## config.mk

```make
export PLATFORM = sky130hd
export DESIGN_NAME = smaesh_reseed_scheduler
export DESIGN_NICKNAME = d
export VERILOG_FILES = /design/src/rtl/smaesh_reseed_scheduler.sv
export SDC_FILE = /design/constraint.sdc
export NUM_CORES = 1
export LEC_CHECK = 0
export BUFFER_PORTS_ARGS = -buffer_cell sky130_fd_sc_hd__buf_2
export CORE_MARGIN = 1
export CORE_UTILIZATION = 36
export DETAILED_ROUTE_END_ITERATION = 8
export GPL_ROUTABILITY_DRIVEN = 0
export GPL_TIMING_DRIVEN = 0
export PLACE_DENSITY_LB_ADDON = 0.05
export REMOVE_ABC_BUFFERS = 1
export SLEW_MARGIN = 20
export SYNTH_ARGS = -nofsm -noshare
export SYNTH_HDL_FRONTEND = slang
export SYNTH_SLANG_ARGS = --single-unit
```

## constraint.sdc

```tcl
create_clock -name clk -period 6.2 [get_ports clk]
set_clock_uncertainty 0.05 [all_clocks]
set_input_delay 1.24 -clock clk [delete_from_list [all_inputs] [get_ports clk]]
set_output_delay 1.24 -clock clk [all_outputs]
set_load 0.005 [all_outputs]
```

## src/rtl/smaesh_reseed_scheduler.sv

```systemverilog
// Randomness-refresh policy for the masked AES core: counts blocks per seed and
// closes the data stream once the programmed limit is reached until a new seed lands.
module smaesh_reseed_scheduler #(
    parameter int unsigned      CNT_W         = 32,
    parameter logic [CNT_W-1:0] DEFAULT_LIMIT = '0
) (
    input  logic             clk,
    input  logic             rst,
    input  logic             cfg_limit_valid,
    output logic             cfg_limit_ready,
    input  logic [CNT_W-1:0] cfg_limit_data,
    input  logic             seed_accept,
    input  logic             data_accept,
    input  logic             prng_busy,
    input  logic             prng_seeded,
    input  logic             aes_busy,
    output logic             data_enable,
    output logic             reseed_required,
    output logic [CNT_W-1:0] blocks_since_seed,
    output logic [2:0]       state_o
);

    typedef enum logic [2:0] {
        StUnseeded  = 3'd0,
        StReseed    = 3'd1,
        StRun       = 3'd2,
        StDrain     = 3'd3,
        StExhausted = 3'd4
    } state_e;

    state_e           state_q, state_d;
    logic [CNT_W-1:0] cnt_q, cnt_d;
    logic [CNT_W-1:0] limit_q, limit_d;
    logic [CNT_W:0]   cnt_inc;
    logic             cnt_max;
    logic             limit_hit;

    // One extra bit so the limit compare stays correct when the counter is saturated.
    assign cnt_inc   = {1'b0, cnt_q} + {{CNT_W{1'b0}}, 1'b1};
    assign cnt_max   = &cnt_q;
    assign limit_hit = (limit_q != '0) && (cnt_inc >= {1'b0, limit_q});

    always_comb begin
        state_d = state_q;
        cnt_d   = cnt_q;
        limit_d = limit_q;

        if (cfg_limit_valid && cfg_limit_ready) begin
            limit_d = cfg_limit_data;
        end

        if (seed_accept) begin
            state_d = StReseed;
            cnt_d   = '0;
        end else begin
            unique case (state_q)
                StUnseeded: begin
                    if (prng_seeded) state_d = StRun;
                end
                StReseed: begin
                    if (!prng_busy && prng_seeded) state_d = StRun;
                end
                StRun: begin
                    if (data_accept) begin
                        if (!cnt_max) cnt_d = cnt_inc[CNT_W-1:0];
                        if (limit_hit) state_d = StDrain;
                    end
                    if (!prng_seeded) state_d = StUnseeded;
                end
                StDrain: begin
                    if (!aes_busy) state_d = StExhausted;
                end
                StExhausted: begin
                    state_d = StExhausted;
                end
                default: state_d = StUnseeded;
            endcase
        end
    end

    always_ff @(posedge clk) begin
        if (rst) begin
            state_q <= StUnseeded;
            cnt_q   <= '0;
            limit_q <= DEFAULT_LIMIT;
        end else begin
            state_q <= state_d;
            cnt_q   <= cnt_d;
            limit_q <= limit_d;
        end
    end

    // Outputs decode the state register only; no combinational path from inputs.
    assign data_enable       = (state_q == StRun);
    assign reseed_required   = (state_q == StExhausted);
    assign cfg_limit_ready   = (state_q != StRun) && (state_q != StDrain);
    assign blocks_since_seed = cnt_q;
    assign state_o           = state_q;

endmodule

```

* After elaboration in Yosys (flattened, before gate mapping) *
Index checks and enable logic that the tools add are counted.
Widths: inputs -> output; s select.

word-level totals
  word-level logic and storage cells = 43
  output and inout port bits = 38
  input port bits = 40
  register bits after elaboration = 67

operators by class
  $add $sub $neg = 1
  eq/ne operators = 16
  bitwise operators = 1
  reduce and logical (&&, ||, !) cells = 12
  multiplexer cells = 8
  $lt $le $gt $ge = 1

operator list
  operator               number
  $add 32x1->33 const B  1
  $ge 33x32->1           1
  $reduce_and 32->1      1
  $reduce_bool 32->1     1
  $mux 3                 6
  $pmux 3 s5             1
  $ne 3x3->1 const B     4
  $reduce_and 5->1       2
  $ne 3x2->1 const B     3
  $eq 3x2->1 const B     2
  $ne 2x2->1 const B     3
  $logic_and 1x1->1      4
  $ne 4x3->1 const B     1
  $ne 4x4->1 const B     1
  $eq 3x1->1 const B     1
  $eq 3x3->1 const B     1
  $logic_not 3->1        1
  $reduce_and 3->1       1
  $reduce_or 2->1        1
  $logic_not 1->1        1
  $mux 1                 1
  $not 1->1              1

* Depth between registers and ports, before layout *
Gate-level depths: netlist of the first run.

  depth in word-level cells = 8
  mapped depth = 14
  depth with buffers taken out = 13

* Worst setup path before layout of the first run *
No wires, ideal clock.

  path type = reg2reg
  start = reg cnt_q[0] (netlist: blocks_since_seed[0])
  end = reg state_q[0] (netlist: state_o[0])
  clock period less this slack = 3.138 ns
  stages on the path, launching flop included = 14
  data arrival time = 2.952 ns
  slack = 3.062 ns
  data required time = 6.014 ns
  setup time = 0.136 ns
  path buffers = 1
  path through = dfxtp_1 ha_1 nand3_2 or4_1 buf_2 nor4_1 xor2_1 ha_1 nand4_1 nor3_1 a221oi_1 nand2_1 nor3_1 o221ai_1

between the ends
  cells in the longest elaborated chain, start to end = 5

RTL lines
  element                            RTL line  RTL
  start: declaration                 32        logic [CNT_W-1:0] cnt_q, cnt_d;
  start signal: assignment           88        cnt_q <= cnt_d;
  $add 32x1->33                      39        assign cnt_inc = {1'b0, cnt_q} + {{CNT_W{1'b0}}, 1'b1};
  via cnt_inc[26]                    34        logic [CNT_W:0] cnt_inc;
  $ge 33x32->1                       41        assign limit_hit = (limit_q != '0) && (cnt_inc >= {1'b0, limit_q});
  $logic_and 1x1->1                  41
  $ne 4x3->1 (no source line)        n/a
  $reduce_and 5->1 (no source line)  n/a
  end signal: assignment             83        state_q <= StUnseeded;
  end signal: assignment             87        state_q <= state_d;
  end: declaration                   31        state_e state_q, state_d;

The timed path passes the listed nets, and every way through them passes these cells.
A chain may end at the register's enable or synchronous reset.

* Worst setup path in the final report of the first run *
Same ends and word-level chain as after synthesis.

==> impl_metrics.env, run 1 <==
export IMPL_status="complete, no violations"
export IMPL_ios=78
export IMPL_synth_enable_flop_cells=0
export IMPL_root_buffer="clkbuf_16"
export IMPL_pre_cts_slack_ns=2.46
export IMPL_crit_arrival_ns=3.90
export IMPL_grt_max_degree=37
export IMPL_intPower_mw=0.779
export IMPL_cts_hold_buf=0
export IMPL_combPwrFrac_pct=10.2
export IMPL_overflow=0
export IMPL_cp_start_kind="flop"
export IMPL_instances_no_fill=742
export IMPL_synth_avg_cell_area_um2=7.68
export IMPL_routed_wl_um=10700
export IMPL_start_util_pct=37.3
export IMPL_synth_distinct_cells=43
export IMPL_placedCellCount=726
export IMPL_path_class="flop to flop"
export IMPL_clk_pin_slew_ns=0.05
export IMPL_p_leak_nw=2.11
export IMPL_dp_hpwl_um=8070
export IMPL_cts_repair_resize_count=0
export IMPL_finalSetupViolations=0
export IMPL_synth_seq_cells=67
export IMPL_finalCriticalPeriod_ns=3.77
export IMPL_coreArea_um2=11000
export IMPL_drt_first_pass_iters=4
export IMPL_synth_cell_area_um2=4100
export IMPL_synth_top_flop_cell="dfxtp_1"
export IMPL_p_sw_share_pct=25.1
export IMPL_slew_limit_headroom_pct=27.3
export IMPL_hold_violations=0
export IMPL_power_frac_seq_pct=44.3
export IMPL_hold_path_class="flop to flop"
export IMPL_syn_inst=533
export IMPL_clkLatencyLatePin_ns=0.33
export IMPL_fmax_mhz=266
export IMPL_synth_commonest_cells="92 x nand2_1, 67 x dfxtp_1, 45 x a21oi_1, 45 x nor2_1"
export IMPL_irDropWorstVdd_v=0.000132
export IMPL_ant_nets=0
export IMPL_wl_per_cell_um=14.4
export IMPL_yosysWarnings=0
export IMPL_synth_most_common_cell="nand2_1"
export IMPL_die_area_um2=11800
export IMPL_yosysTopAreaCell="dfxtp_1"
export IMPL_ys_top_cells_by_area="dfxtp_1 33%, ha_1 10%, nand2_1 8.4%"
export IMPL_rsz0062_at_grt="no"
export IMPL_via_per_inst=5.15
export IMPL_cts_max_level=3
export IMPL_ys_seq_area_share_pct=32.8
export IMPL_drt_iter0_drc=156
export IMPL_cts_sinks=67
export IMPL_setup_ws_ns=2.43
export IMPL_cts_tree="done"
export IMPL_cp_end_kind="flop"
export IMPL_p_switching_mw=0.260
export IMPL_grt_pass1_vias=3701
export IMPL_num_antenna_cells=0
export IMPL_clockBufferDepth=2
export IMPL_fin_nets=670
export IMPL_drc=0
export IMPL_grt_pass1_wl_um=17800
export IMPL_synth_top_area_share_pct=32.8
export IMPL_cap_violations=0
export IMPL_postCtsSetupBuffers=0
export IMPL_post_route_period_util_pct=60.7
export IMPL_syn_to_final_growth_pct=17.5
export IMPL_final_max_slew_viol_count=0
export IMPL_cp_required_ns=6.33
export IMPL_synthArstFlopShare_pct=0
export IMPL_die_h_um=109
export IMPL_num_fill_cells=1163
export IMPL_clkPwrFrac_pct=45.5
export IMPL_antenna_found_initial=0
export IMPL_die_x_um=109
export IMPL_io_buffers=77
export IMPL_tightest_slew_ns=1.09
export IMPL_powerDensity_nw_per_um2=216
export IMPL_setup_tns_final_ns=0
export IMPL_track_usage_pct=19.8
export IMPL_total_power_mw=1.04
export IMPL_vias=3820
export IMPL_drive_gt1_share_pct=16.8
export IMPL_cts_buffers=9
export IMPL_cp_max_fo=6
export IMPL_fin_util_pct=43.8
export IMPL_core_rowCount=38
[cell families (layout without fill, tap and decap cells)]
group                      after synthesis  in the layout  share of synthesized area [%]
and+or+nand+nor                        242            242                           28.1
AOI/OAI and AO/OA                       74             74                           10.6
DFF                                     67             67                           32.8
buffers and inverters                   61            130                           6.42
xor gates and xnor gates                55             55                           11.8
adders and majority gates               33             33                           10.1
muxes                                    1              1                          0.244
[sequential cells by signal (all words and copies together) (netlist names)]
signal	count
blocks_since_seed	32
limit_q	32
state_o	3
[worst max-delay path: stages (launching register included)]
cell,delay (ns)
dfxtp_1,0.45
ha_1,0.30
nand3_2,0.16
or4_1,0.68
nor4_1,0.50
xor2_1,0.23
ha_1,0.27
nand4_1,0.15
nor3_1,0.08
a221oi_1,0.27
nand2_1,0.09
nor3_1,0.25
o221ai_1,0.14
[area by class of cell]
class | instances | area (um2) | area share (%)
Timing Repair Buffer | 77 | 385 | 8.01
Clock buffer | 14 | 264 | 5.49
Inverter | 37 | 139 | 2.89
Tap cell | 140 | 175 | 3.64
Multi-Input combinational cell | 405 | 2500 | 51.9
Clock inverter | 2 | 10.0 | 0.208
Sequential cell | 67 | 1340 | 27.9
[path summary, 6_finish.rpt]
check | from | endpoint | slack (ns) | cells past startpoint
setup / recovery | blocks_since_seed[0] | state_o[0] | 2.43 | 12
hold / removal | limit_q[17] | limit_q[17] | 0.42 | 2
setup reg to reg | blocks_since_seed[0] | state_o[0] | 2.43 | 12
hold reg to reg | limit_q[17] | limit_q[17] | 0.42 | 2
[power groups by stage]
| stage | Sequential [mW] | Combinational (mW) | Clock (mW) |
|---|---|---|---|
| finish | 0.460 | 0.106 | 0.473 |
| global route | 0.462 | 0.124 | 0.508 |
| CTS | 0.460 | 0.108 | 0.488 |
| detailed placement | 0.469 | 0.108 | 0 |
| global placement | 0.469 | 0.105 | 0 |
| floorplan | 0.465 | 0.0671 | 0 |
[per-stage QoR]
step	area (um2)	hold slack (ns)
after floorplan	3970	0.393
after global placement	4530	0.413
after detailed placement	4530	0.416
after CTS	4810	0.423
after global routing	4810	0.438
final	4810	0.421
[per-layer routing]
metal,global-route usage (%),up-vias,routed length [um]
met5,0,-,0
met4,7.14,0,165
met3,4.42,14,414
met2,34.9,67,5460
met1,23.4,1779,4660
li1,-,1960,-
[layout by cell type (no fill, tap or decap), drive strengths merged, types with 3 or more instances in the layout]
cell,netlist,layout
or4,6,6
inv,37,37
clkbuf,17,14
a211oi,3,3
and3,8,8
nand4,19,19
o21ai,8,8
nor3,12,12
xor2,37,37
or2,3,3
a21oi,45,45
xnor2,18,18
and2,4,4
dfxtp,67,67
nand2,93,93
ha,33,33
nand3,30,30
buf,7,77
nor4,13,13
nor2,45,45
o211ai,4,4
nand2b,3,3
a21o,3,3
Note: power is estimated with default switching activity, not from simulation.
==> inputs of run 2 (changes only) <==
==> constraint.sdc (replaced) <==
create_clock -name clk -period 3.63 [get_ports clk]
set_clock_uncertainty 0.05 [all_clocks]
set_input_delay 0.726 -clock clk [delete_from_list [all_inputs] [get_ports clk]]
set_output_delay 0.726 -clock clk [all_outputs]
set_load 0.005 [all_outputs]
==> impl_metrics.env, run 2 (synthesized netlist as in run 1, its figures left out) <==
export IMPL_cp_required_ns=3.76
export IMPL_cts_sinks=67
export IMPL_tightest_slew_ns=1.10
export IMPL_cap_violations=0
export IMPL_die_x_um=109
export IMPL_stdcell_area_um2=4850
export IMPL_drt_iter0_drc=155
export IMPL_num_antenna_cells=0
export IMPL_final_cell_mix="91 x nand2_1, 77 x buf_2, 66 x dfxtp_1"
export IMPL_fmax_mhz=298
export IMPL_cp_start_kind="flop"
export IMPL_finalSetupViolations=0
export IMPL_setup_ws_ns=0.271
export IMPL_grt_pass1_wl_um=17900
export IMPL_grt_max_degree=37
export IMPL_track_usage_pct=19.9
export IMPL_wl_per_cell_um=14.6
export IMPL_clk_pin_slew_ns=0.06
export IMPL_hold_violations=0
export IMPL_pre_cts_slack_ns=-0.106
export IMPL_slowest_delay_ns=0.63
export IMPL_vias=3807
export IMPL_path_buf_inv=0
export IMPL_setup_tns_final_ns=0
export IMPL_fin_util_pct=44.2
export IMPL_cp_max_fo=6
export IMPL_grt_pass1_vias=3718
export IMPL_powerDensity_nw_per_um2=366
export IMPL_hold_path_class="flop to flop"
export IMPL_crit_family="simple AND/OR/NAND/NOR gates"
export IMPL_core_rowCount=38
export IMPL_root_buffer="clkbuf_16"
export IMPL_num_fill_cells=1165
export IMPL_ios=78
export IMPL_slew_limit_headroom_pct=27.0
export IMPL_drc=0
export IMPL_clkLatencyLatePin_ns=0.33
export IMPL_cp_end_kind="flop"
export IMPL_irDropWorstVdd_v=0.000226
export IMPL_cts_tree="done"
export IMPL_die_area_um2=11800
export IMPL_drt_first_pass_iters=4
export IMPL_die_h_um=109
export IMPL_crit_chain="ha_2 -> nand3_2 -> or4_4 -> nor4_4 -> xor2_1 -> ha_1 -> nand4_1 -> nor3_1 -> a221oi_1 -> nand2_1 -> nor3_2 -> o221ai_1"
export IMPL_rsz0062_at_grt="no"
export IMPL_path_class="flop to flop"
export IMPL_post_route_period_util_pct=92.5
export IMPL_fin_nets=670
export IMPL_slowest_stage="or4_4"
export IMPL_status="complete, no violations"
export IMPL_routed_wl_um=10800
export IMPL_place_area_um2=4530
export IMPL_p_leak_nw=2.13
export IMPL_ant_nets=0
export IMPL_antenna_found_initial=0
export IMPL_dp_hpwl_um=8070
export IMPL_coreArea_um2=11000
export IMPL_final_max_slew_viol_count=0
export IMPL_syn_to_final_growth_pct=18.5
export IMPL_overflow=0
export IMPL_cts_buffers=9
export IMPL_clockBufferDepth=2
export IMPL_cts_max_level=3
export IMPL_io_buffers=77
export IMPL_layout_commonest_cell="nand2_1"
export IMPL_via_per_inst=5.13
export IMPL_drive_gt1_share_pct=18.1
export IMPL_start_util_pct=37.3
export IMPL_crit_arrival_ns=3.49
export IMPL_finalCriticalPeriod_ns=3.36
run 2: worst paths after layout:
kind                                    end                 start  slack, ns  cells after the start
worst min register to register  limit_q[17]           limit_q[17]       0.42                      2
worst max-delay path             state_o[0]  blocks_since_seed[1]       0.27                     12
worst max register to register   state_o[0]  blocks_since_seed[1]       0.27                     12
worst min-delay path            limit_q[17]           limit_q[17]       0.42                      2
run 2: worst min-delay path: stages, from the launching register on:
cell and delay, ns:
dfxtp_1 0.32, nand2_1 0.06, a21oi_1 0.05
run 2: power by group:
| group | total [mW] | switching, mW | internal (mW) |
|---|---|---|---|
| logic | 0.182 | 0.112 | 0.0703 |
| registers | 0.786 | 0.0237 | 0.762 |
| clock network | 0.809 | 0.311 | 0.498 |
| total | 1.78 | 0.447 | 1.33 |
run 2: final cells by class:
| type | instances | area [um2] | share of cell area, % |
|---|---|---|---|
| multi-input cells | 405 | 2540 | 52.3 |
| flip-flops and latches | 67 | 1340 | 27.7 |
| repair buffers | 77 | 385 | 7.94 |
| clock buffers | 14 | 264 | 5.44 |
| well taps | 140 | 175 | 3.61 |
| inverters | 37 | 139 | 2.86 |
| clock inverters | 2 | 10.0 | 0.206 |
run 2: metal layers:
| layer | up-vias | wire (um) | GRT usage [%] |
|---|---|---|---|
| met2 | 61 | 5460 | 35.0 |
| met1 | 1774 | 4840 | 23.5 |
| met4 | 0 | 166 | 7.14 |
| met3 | 14 | 353 | 4.42 |
| met5 | - | 0 | 0 |
| li1 | 1958 | - | - |
run 2: repair_timing:
item                                    CTS  global route
setup buffers                             0             0
endpoints found under the setup margin    1             1
gates resized for setup                   3             6
hold buffers                              0             0
pin swaps                                 0             0
run 2: through the flow:
step | std cells | hold WS [ns] | total power, mW
after detailed placement | 726 | 0.416 | 0.986
after CTS | 742 | 0.423 | 1.80
after floorplan | 509 | 0.393 | 0.909
final | 742 | 0.421 | 1.78
after global placement | 726 | 0.413 | 0.981
after global routing | 742 | 0.438 | 1.87
